<file path="config.mk">
export PLATFORM = sky130hd
export DESIGN_NAME = mem_port_arbiter_flat
export DESIGN_NICKNAME = d
export VERILOG_FILES = /design/src/rtl/mem_port_arbiter_if.sv /design/src/rtl/mem_port_arbiter.sv /design/src/flat_wrapper.sv
export SDC_FILE = /design/constraint.sdc
export NUM_CORES = 1
export LEC_CHECK = 0
export BUFFER_PORTS_ARGS = -buffer_cell sky130_fd_sc_hd__buf_2
export CORE_AREA = 2 2 108 110
export DETAILED_ROUTE_END_ITERATION = 7
export DIE_AREA = 0 0 110 112
export PLACE_DENSITY_LB_ADDON = 0.12
export SKIP_CTS_REPAIR_TIMING = 1
export SYNTH_ARGS = -nofsm -noshare
export SYNTH_HDL_FRONTEND = slang
export SYNTH_SLANG_ARGS = --single-unit
export TNS_END_PERCENT = 5
</file>
<file path="constraint.sdc">
create_clock -name clk -period 2.45 [get_ports clk]
set_clock_uncertainty 0.1 [all_clocks]
set_input_delay 0.735 -clock clk [delete_from_list [all_inputs] [get_ports clk]]
set_output_delay 0.735 -clock clk [all_outputs]
set_load 0.03 [all_outputs]
</file>
<file path="src/rtl/mem_port_arbiter_if.sv">
// Bundle of fetch, data and shared-memory signals around mem_port_arbiter.
// master = the arbiter's view; slave = the requesters/memory environment.
interface mem_port_arbiter_if #(
    parameter int D_WIDTH = 32
);
    logic               if_req;
    logic [D_WIDTH-1:0] if_addr;
    logic [D_WIDTH-1:0] if_rdata;
    logic               if_valid;
    logic               if_stall;

    logic               dm_req;
    logic               dm_we;
    logic [D_WIDTH-1:0] dm_addr;
    logic [D_WIDTH-1:0] dm_wdata;
    logic [3:0]         dm_be;
    logic [D_WIDTH-1:0] dm_rdata;
    logic               dm_valid;
    logic               dm_stall;

    logic               mem_req;
    logic               mem_we;
    logic [D_WIDTH-1:0] mem_addr;
    logic [D_WIDTH-1:0] mem_wdata;
    logic [3:0]         mem_be;
    logic [D_WIDTH-1:0] mem_rdata;
    logic               mem_ready;

    logic [1:0]         grant;
    logic               bus_err;

    modport master (
        input  if_req, if_addr, dm_req, dm_we, dm_addr, dm_wdata, dm_be, mem_rdata, mem_ready,
        output if_rdata, if_valid, if_stall, dm_rdata, dm_valid, dm_stall,
               mem_req, mem_we, mem_addr, mem_wdata, mem_be, grant, bus_err
    );

    modport slave (
        output if_req, if_addr, dm_req, dm_we, dm_addr, dm_wdata, dm_be, mem_rdata, mem_ready,
        input  if_rdata, if_valid, if_stall, dm_rdata, dm_valid, dm_stall,
               mem_req, mem_we, mem_addr, mem_wdata, mem_be, grant, bus_err
    );
endinterface

</file>
<file path="src/rtl/mem_port_arbiter.sv">
// Arbitrates instruction fetch and data accesses onto one single-port memory (data wins ties, then alternates).
// Define ARB_TIMEOUT_EN to compile in the mem_ready watchdog that aborts a stuck access and pulses bus_err.
module mem_port_arbiter #(
    parameter int D_WIDTH = 32,
    parameter int TIMEOUT = 16
) (
    input  logic               clk,
    input  logic               rst,
    mem_port_arbiter_if.master bus
);
    // Encoding doubles as the grant code.
    typedef enum logic [1:0] {
        IDLE   = 2'b00,
        IF_ACC = 2'b01,
        DM_ACC = 2'b10
    } state_t;

    state_t             state_r;
    state_t             state_s;
    logic [D_WIDTH-1:0] addr_r;
    logic [D_WIDTH-1:0] addr_s;
    logic [D_WIDTH-1:0] wdata_r;
    logic [D_WIDTH-1:0] wdata_s;
    logic               we_r;
    logic               we_s;
    logic [3:0]         be_r;
    logic [3:0]         be_s;
    logic               active_s;
    logic               done_s;
    logic               abort_s;
    logic               take_dm_s;
    logic               take_if_s;

    assign active_s = (state_r != IDLE);
    assign done_s   = active_s && bus.mem_ready;

`ifdef ARB_TIMEOUT_EN
    localparam int CNT_W = (TIMEOUT > 1) ? $clog2(TIMEOUT + 1) : 1;

    logic [CNT_W-1:0] wait_r;

    // Fires on the TIMEOUT-th consecutive stalled cycle, while the owner's grant is still shown.
    assign abort_s = active_s && !bus.mem_ready && (wait_r == CNT_W'(TIMEOUT - 1));

    // Consecutive stalled-access counter, restarted on any state change
    always_ff @(posedge clk) begin
        if (rst) begin
            wait_r <= {CNT_W{1'b0}};
        end else if ((state_s != state_r) || !active_s) begin
            wait_r <= {CNT_W{1'b0}};
        end else if (!bus.mem_ready) begin
            wait_r <= wait_r + CNT_W'(1);
        end else begin
            wait_r <= wait_r;
        end
    end
`else
    assign abort_s = 1'b0;
`endif

    // Next-state selection and capture of the new owner's request fields
    always_comb begin
        state_s   = state_r;
        addr_s    = addr_r;
        we_s      = we_r;
        wdata_s   = wdata_r;
        be_s      = be_r;
        take_dm_s = 1'b0;
        take_if_s = 1'b0;
        case (state_r)
            IDLE: begin
                if (bus.dm_req) begin
                    take_dm_s = 1'b1;
                end else begin
                    take_if_s = bus.if_req;
                end
            end
            IF_ACC: begin
                // The finishing requester's own req is ignored here so the other side gets a turn.
                if (done_s) begin
                    take_dm_s = bus.dm_req;
                    state_s   = IDLE;
                end else if (abort_s) begin
                    state_s = IDLE;
                end else begin
                    state_s = IF_ACC;
                end
            end
            DM_ACC: begin
                if (done_s) begin
                    take_if_s = bus.if_req;
                    state_s   = IDLE;
                end else if (abort_s) begin
                    state_s = IDLE;
                end else begin
                    state_s = DM_ACC;
                end
            end
            default: begin
                state_s = IDLE;
            end
        endcase

        if (take_dm_s) begin
            state_s = DM_ACC;
            addr_s  = bus.dm_addr;
            we_s    = bus.dm_we;
            wdata_s = bus.dm_wdata;
            be_s    = bus.dm_be;
        end else if (take_if_s) begin
            state_s = IF_ACC;
            addr_s  = bus.if_addr;
            we_s    = 1'b0;
            wdata_s = {D_WIDTH{1'b0}};
            be_s    = 4'b1111;
        end else begin
            addr_s  = addr_r;
        end
    end

    // State and latched request registers
    always_ff @(posedge clk) begin
        if (rst) begin
            state_r <= IDLE;
            addr_r  <= {D_WIDTH{1'b0}};
            we_r    <= 1'b0;
            wdata_r <= {D_WIDTH{1'b0}};
            be_r    <= 4'b0000;
        end else begin
            state_r <= state_s;
            addr_r  <= addr_s;
            we_r    <= we_s;
            wdata_r <= wdata_s;
            be_r    <= be_s;
        end
    end

    assign bus.mem_req   = active_s;
    assign bus.mem_we    = active_s ? we_r    : 1'b0;
    assign bus.mem_addr  = active_s ? addr_r  : {D_WIDTH{1'b0}};
    assign bus.mem_wdata = active_s ? wdata_r : {D_WIDTH{1'b0}};
    assign bus.mem_be    = active_s ? be_r    : 4'b0000;
    assign bus.grant     = state_r;
    assign bus.bus_err   = abort_s;

    assign bus.if_valid  = done_s && (state_r == IF_ACC);
    assign bus.dm_valid  = done_s && (state_r == DM_ACC);
    assign bus.if_rdata  = bus.if_valid ? bus.mem_rdata : {D_WIDTH{1'b0}};
    assign bus.dm_rdata  = bus.dm_valid ? bus.mem_rdata : {D_WIDTH{1'b0}};
    assign bus.if_stall  = bus.if_req && !bus.if_valid;
    assign bus.dm_stall  = bus.dm_req && !bus.dm_valid;
endmodule
</file>
<file path="src/flat_wrapper.sv">
// flat-port wrapper written by rule: the top's interface ports become plain ports
module mem_port_arbiter_flat 
#(
    parameter int D_WIDTH = 32,
    parameter int TIMEOUT = 16
)
  (clk, rst, bus_if_req, bus_if_addr, bus_dm_req, bus_dm_we, bus_dm_addr, bus_dm_wdata, bus_dm_be, bus_mem_rdata, bus_mem_ready, bus_if_rdata, bus_if_valid, bus_if_stall, bus_dm_rdata, bus_dm_valid, bus_dm_stall, bus_mem_req, bus_mem_we, bus_mem_addr, bus_mem_wdata, bus_mem_be, bus_grant, bus_bus_err);
  mem_port_arbiter_if #(.D_WIDTH(D_WIDTH)) bus_i ();
  input  logic clk;
  input  logic rst;
  input wire logic [$bits(bus_i.if_req)-1:0] bus_if_req;
  input wire logic [$bits(bus_i.if_addr)-1:0] bus_if_addr;
  input wire logic [$bits(bus_i.dm_req)-1:0] bus_dm_req;
  input wire logic [$bits(bus_i.dm_we)-1:0] bus_dm_we;
  input wire logic [$bits(bus_i.dm_addr)-1:0] bus_dm_addr;
  input wire logic [$bits(bus_i.dm_wdata)-1:0] bus_dm_wdata;
  input wire logic [$bits(bus_i.dm_be)-1:0] bus_dm_be;
  input wire logic [$bits(bus_i.mem_rdata)-1:0] bus_mem_rdata;
  input wire logic [$bits(bus_i.mem_ready)-1:0] bus_mem_ready;
  output wire logic [$bits(bus_i.if_rdata)-1:0] bus_if_rdata;
  output wire logic [$bits(bus_i.if_valid)-1:0] bus_if_valid;
  output wire logic [$bits(bus_i.if_stall)-1:0] bus_if_stall;
  output wire logic [$bits(bus_i.dm_rdata)-1:0] bus_dm_rdata;
  output wire logic [$bits(bus_i.dm_valid)-1:0] bus_dm_valid;
  output wire logic [$bits(bus_i.dm_stall)-1:0] bus_dm_stall;
  output wire logic [$bits(bus_i.mem_req)-1:0] bus_mem_req;
  output wire logic [$bits(bus_i.mem_we)-1:0] bus_mem_we;
  output wire logic [$bits(bus_i.mem_addr)-1:0] bus_mem_addr;
  output wire logic [$bits(bus_i.mem_wdata)-1:0] bus_mem_wdata;
  output wire logic [$bits(bus_i.mem_be)-1:0] bus_mem_be;
  output wire logic [$bits(bus_i.grant)-1:0] bus_grant;
  output wire logic [$bits(bus_i.bus_err)-1:0] bus_bus_err;
  assign bus_i.if_req = bus_if_req;
  assign bus_i.if_addr = bus_if_addr;
  assign bus_i.dm_req = bus_dm_req;
  assign bus_i.dm_we = bus_dm_we;
  assign bus_i.dm_addr = bus_dm_addr;
  assign bus_i.dm_wdata = bus_dm_wdata;
  assign bus_i.dm_be = bus_dm_be;
  assign bus_i.mem_rdata = bus_mem_rdata;
  assign bus_i.mem_ready = bus_mem_ready;
  assign bus_if_rdata = bus_i.if_rdata;
  assign bus_if_valid = bus_i.if_valid;
  assign bus_if_stall = bus_i.if_stall;
  assign bus_dm_rdata = bus_i.dm_rdata;
  assign bus_dm_valid = bus_i.dm_valid;
  assign bus_dm_stall = bus_i.dm_stall;
  assign bus_mem_req = bus_i.mem_req;
  assign bus_mem_we = bus_i.mem_we;
  assign bus_mem_addr = bus_i.mem_addr;
  assign bus_mem_wdata = bus_i.mem_wdata;
  assign bus_mem_be = bus_i.mem_be;
  assign bus_grant = bus_i.grant;
  assign bus_bus_err = bus_i.bus_err;
  mem_port_arbiter #(.D_WIDTH(D_WIDTH), .TIMEOUT(TIMEOUT)) u_core (.clk(clk), .rst(rst), .bus(bus_i));
endmodule
</file>
==> results of run 1 <==
worst paths after layout:
kind | start | to | slack [ns] | depth (start not counted)
hold reg to reg | u_core.wdata_r[13]$_SDFFE_PP0P_ | u_core.wdata_r[13]$_SDFFE_PP0P_ | 0.38 | 2
setup / recovery | u_core.bus.grant[0]$_SDFFE_PP0P_ | bus_dm_rdata[23] | -0.06 | 6
setup reg to reg | u_core.bus.grant[1]$_SDFFE_PP0P_ | u_core.addr_r[19]$_SDFFE_PP0P_ | 0.54 | 7
hold / removal | u_core.wdata_r[13]$_SDFFE_PP0P_ | u_core.wdata_r[13]$_SDFFE_PP0P_ | 0.38 | 2
worst max-delay path: cells and delay by family, from the launching register on:
kind / cells / cell delay [ns]
buffers and inverters: 3 / 0.39
DFF: 1 / 0.36
and+or+nand+nor: 2 / 0.37
adders and majority gates: 1 / 0.21
sequential cells by signal (all words and copies together), names as in the netlist:
name,count
u_core.addr_r,32
u_core.wdata_r,32
u_core.we_r,1
u_core.be_r,4
u_core.bus.grant,2
cells by family after synthesis:
family          share of synthesized area
simple gates                       0.2774
compound gates                     0.3066
buf+inv                           0.08473
flops                              0.3219
fa+ha+maj                        0.008502
other cells                     0.0008493
power by group through the flow:
| stage | registers (mW) | clock network (mW) | logic, mW |
|---|---|---|---|
| 4_1_cts | 1.34 | 1.45 | 1.24 |
| 5_1_grt | 1.36 | 1.49 | 1.37 |
| 3_3_place_gp | 1.36 | 0 | 1.23 |
| 3_5_place_dp | 1.37 | 0 | 1.24 |
| 2_1_floorplan | 1.35 | 0 | 0.849 |
| 6_report | 1.34 | 1.43 | 1.27 |
through the flow:
stage               hold slack (ns)  power [mW]  TNS, ns  cell area [um^2]
floorplan                    0.3641       2.203   -1.473              4563
global placement             0.3714       2.588        0              6055
detailed placement           0.3786       2.606        0              6055
CTS                          0.3865       4.030   -8.383              6379
global route                 0.3976       4.223   -4.269              6875
finish                       0.3846       4.049  -0.8086              6875
layout make-up:
cell class              count  area (um^2)
inverters                   6        27.53
well taps                 143        178.9
fillers                   965         4299
flip-flops and latches     71         1429
multi-input cells         391         2784
repair buffers            305         2132
clock buffers              12        246.5
clock inverters             4        77.57
cells in the mapped netlist, drive strengths merged, types with 2 or more instances:
cell,count
nor2b,70
ha,3
buf,36
o21ai,35
inv,6
and2,65
nand3,66
o221a,4
dfxtp,71
a211oi,32
o211ai,33
a311oi,32
clkbuf,33
a21oi,36
and3,2
nand2,2
placed cells by master (no fill, tap or decap), types with 3 or more instances in the layout:
cell       instances
a311oi_1          20
a21oi_1           35
o211ai_1          33
nand3_1           66
a311oi_2          12
buf_4             21
buf_2            208
nor2b_1           68
o21ai_0           28
clkbuf_16         11
and2_1             3
dfxtp_1           69
clkbuf_4           3
and2_2            17
o221a_2            4
buf_6             64
buf_12             7
o21ai_1            5
and2_4            45
a211oi_1          32
routing by layer:
metal | vias to the layer above | wire, um | GRT usage
li1 | 2440 | - | -
met1 | 2407 | 6218 | 0.2843
met2 | 265 | 8772 | 0.4458
met3 | 27 | 1385 | 0.05035
met4 | 0 | 331 | 0.08101
met5 | - | 0 | 0
==> results.json, run 1 <==
{
  "die-area_mm2": 0.01232,
  "grt_pass1_vias": 4762,
  "synth_edf_count": 0,
  "ys_warn_count": 0,
  "clk_latency_ns": 0.33,
  "start_util": 0.3951,
  "nets": 925,
  "cp_slowest_cell": "dfxtp_4",
  "area_growth_pct": 55.71,
  "core_mm2": 0.01117,
  "ys_types": 38,
  "grt_max_degree": 66,
  "synth_ff_type": "dfxtp_1",
  "cts_max_level": 3,
  "period_needed_ns": 2.508,
  "wl_per_cell_um": 17.93,
  "grt_remaining_overflow": 0,
  "avgViaCountPerCell": 5.514,
  "ys_ff_latch": 71,
  "path_clk_slew_ns": 0.06,
  "critPathRequiredTime_ns": 1.62,
  "p_seq_frac": 0.332,
  "ys_seq_area_frac": 0.3219,
  "setup_viol_count_final": 48,
  "cell_internal_pwr_mw": 2.706,
  "yosysTopAreaCell": "dfxtp_1",
  "grt_first_pass_wirelength_um": 23780,
  "antenna_found_initial": 0,
  "std_cell_rows": 39,
  "synth_area_leaders": "dfxtp_1 (32%), nor2b_1 (9.9%), and2_1 (9.2%)",
  "cp_max_fo": 17,
  "hold_class": "reg -> reg",
  "firstDrtPassIters": 5,
  "cts_made_buffers": 9,
  "p_leak_nw": 3.056,
  "cap_violations": 0,
  "vias": 5139,
  "vdd_drop_max_v": 0.0003437,
  "arrival_ns": 1.67,
  "swShare": 0.3317,
  "ant_nets": 0,
  "placed_cells": 914,
  "synthCells": 537,
  "cts_num_sinks": 71,
  "place_ws_ns": 0.02639,
  "violations": "setup timing",
  "finalHoldViolCount": 0,
  "drc_errors": 0,
  "syn_area_mm2": 0.004415,
  "layout_setup_ws_ns": -0.05806,
  "wl_um": 16710,
  "status": "finished, violations left",
  "rsz0062_at_grt": "yes",
  "diodes": 0,
  "place_congestion": 0.7961,
  "synth_top_area_share": 0.3219,
  "pwr-share-comb": 0.315,
  "final_max_slew_viol_count": 0,
  "start_kind": "flop",
  "drt-initial-drc-count": 327,
  "cts_tree": "built",
  "avgSynthCellArea_um2": 8.223,
  "cts-root-buf": "clkbuf_16",
  "syn_nets": 678,
  "criticalPathCategory": "reg -> out",
  "hpwlAfterDp_um": 11410,
  "post-route-util": 0.6153,
  "path_cells": "inv_2, ha_1, and3_4, clkbuf_16, and2_4, buf_4",
  "crit_path_end_kind": "primary output",
  "max_freq_mhz": 398.7,
  "max_stage_delay_ns": 0.36,
  "finalCritPeriodShare": 1.024,
  "power_density_mw_per_mm2": 589.0,
  "port_buffers": 277,
  "pwr-share-clk": 0.354,
  "synthArstFlopShare": 0,
  "netSwitchingPower_mw": 1.343,
  "die_x_um": 110,
  "die_h_um": 112,
  "drive_above_1_share": 0.5260,
  "ios": 279,
  "gr-usage-all-layers": 0.2468,
  "finalNonFillerCells": 932,
  "cts.path.max_buffers": 2
}
No activity file was read; power rests on OpenSTA's default activity.
==> run 2: changes to the inputs <==
--- a/config.mk
+++ b/config.mk
@@ -6,9 +6,10 @@
 export NUM_CORES = 1
 export LEC_CHECK = 0
 export BUFFER_PORTS_ARGS = -buffer_cell sky130_fd_sc_hd__buf_2
-export CORE_AREA = 2 2 108 110
+export CELL_PAD_IN_SITES_DETAIL_PLACEMENT = 0
+export CELL_PAD_IN_SITES_GLOBAL_PLACEMENT = 1
+export CORE_UTILIZATION = 27
 export DETAILED_ROUTE_END_ITERATION = 7
-export DIE_AREA = 0 0 110 112
 export PLACE_DENSITY_LB_ADDON = 0.12
 export SKIP_CTS_REPAIR_TIMING = 1
 export SYNTH_ARGS = -nofsm -noshare
==> constraint.sdc (replaced) <==
create_clock -name clk -period 2.3 [get_ports clk]
set_clock_uncertainty 0.1 [all_clocks]
set_input_delay 0.69 -clock clk [delete_from_list [all_inputs] [get_ports clk]]
set_output_delay 0.69 -clock clk [all_outputs]
set_load 0.03 [all_outputs]
==> results.json, run 2 (synthesized netlist as in run 1, its figures left out) <==
{
  "rr_endpoint": "u_core.addr_r[9]$_SDFFE_PP0P_",
  "cts_made_buffers": 9,
  "top_regs": "u_core.addr_r: 32 flops, u_core.wdata_r: 32 flops, u_core.be_r: 4 flops",
  "area_growth_pct": 58.77,
  "violations": "setup timing",
  "wl_um": 18280,
  "cts.path.max_buffers": 2,
  "seqCellArea_mm2": 0.001429,
  "mostFrequentLayoutCells": "buf_2 (210), nor2b_1 (70), dfxtp_1 (69)",
  "die-area_mm2": 0.01687,
  "gr-usage-all-layers": 0.1968,
  "max_freq_mhz": 403.5,
  "post-route-util": 0.4397,
  "place_ws_ns": -0.03081,
  "start_kind": "flop",
  "rsz0062_at_grt": "yes",
  "design_area_mm2": 0.007010,
  "layout_setup_ws_ns": -0.1781,
  "finalCritPeriodShare": 1.077,
  "cts_num_sinks": 71,
  "critPathRequiredTime_ns": 1.51,
  "fillers": 1592,
  "finalHoldViolCount": 0,
  "r2r_slack_ns": 0.22,
  "firstDrtPassIters": 4,
  "status": "finished, violations left",
  "cts_tree": "built",
  "port_buffers": 277,
  "multi_input_area_mm2": 0.002800,
  "grt_max_degree": 77,
  "ff2ff_path_depth": 8,
  "drive_above_1_share": 0.5278,
  "ios": 279,
  "clk_latency_ns": 0.34,
  "grt_pass1_vias": 4640,
  "final_max_slew_viol_count": 0,
  "p_leak_nw": 3.087,
  "grt_first_pass_wirelength_um": 25220,
  "placed_area_mm2": 0.006218,
  "hold_class": "reg -> reg",
  "nets": 929,
  "crit_path_end_kind": "primary output",
  "avgViaCountPerCell": 5.036,
  "crit_start": "u_core.bus.grant[0]$_SDFFE_PP0P_",
  "drc_errors": 0,
  "whs_path_depth": 2,
  "die_h_um": 129.9,
  "rr_startpoint": "u_core.bus.grant[0]$_SDFFE_PP0P_",
  "cp_max_fo": 17,
  "worst_hold_path.endpoint": "u_core.wdata_r[12]$_SDFFE_PP0P_",
  "drt-initial-drc-count": 207,
  "start_util": 0.2770,
  "std_cell_rows": 46,
  "cap_violations": 0,
  "place_congestion": 0.7384,
  "cts-root-buf": "clkbuf_16",
  "vdd_drop_max_v": 0.0003972,
  "hp-start": "u_core.wdata_r[12]$_SDFFE_PP0P_",
  "layout_commonest_cell": "buf_2",
  "wl_per_cell_um": 18.12,
  "fin_hold_ws_ns": 0.3853,
  "p_total_mw": 4.261,
  "grt_remaining_overflow": 0,
  "ant_nets": 0,
  "path_clk_slew_ns": 0.06,
  "criticalPathCategory": "reg -> out",
  "antenna_found_initial": 3,
  "power_density_mw_per_mm2": 607.8,
  "setup_viol_count_final": 137,
  "core_mm2": 0.01594,
  "vias": 5081,
  "die_x_um": 129.9,
  "period_needed_ns": 2.478,
  "cts_max_level": 3,
  "hpwlAfterDp_um": 12240,
  "arrival_ns": 1.69
}
run 2: report_power, final:
group / switching [mW] / total (mW) / internal [mW]
registers: 0.0622 / 1.43 / 1.37
logic: 0.858 / 1.41 / 0.557
clock network: 0.553 / 1.42 / 0.864
run 2: cell type report:
type	count	share of cell area
flip-flops and latches	71	0.2038
diodes	1	0.0003570
clock buffers	10	0.03409
multi-input cells	391	0.3994
well taps	216	0.03855
repair buffers	309	0.3113
inverters	6	0.004283
clock inverters	5	0.008210
run 2: per-layer routing:
layer | vias up | routed length (um) | track usage
met4 | 0 | 391 | 0.09302
met2 | 229 | 9314 | 0.3466
met1 | 2378 | 7036 | 0.2178
li1 | 2454 | - | -
met5 | - | 0 | 0
met3 | 20 | 1541 | 0.05699
run 2: metrics by stage:
stage	setup TNS, ns	std cells
3_5_place_dp	-1.122	988
6_report	-11.48	1009
4_1_cts	-28.66	1003
2_1_floorplan	-8.309	537
3_3_place_gp	-0.1393	988
5_1_grt	-20.39	1008
run 2: how the worst max path moves through the flow:
stage / endpoint / slack (ns) / cells after the start
floorplan: bus_mem_addr[0] / -0.11 / 6
global placement: bus_dm_rdata[0] / -0.01 / 5
detailed placement: bus_dm_rdata[0] / -0.03 / 5
CTS: bus_dm_rdata[0] / -0.30 / 6
global route: bus_dm_rdata[31] / -0.26 / 7
finish: bus_dm_rdata[31] / -0.18 / 7
run 2: worst max-delay path, cell delays in order, from the launching register on:
cell	delay (ns)
dfxtp_4	0.37
inv_4	0.04
ha_4	0.17
clkinv_4	0.05
and3_4	0.23
clkbuf_16	0.19
and2_1	0.14
buf_4	0.16
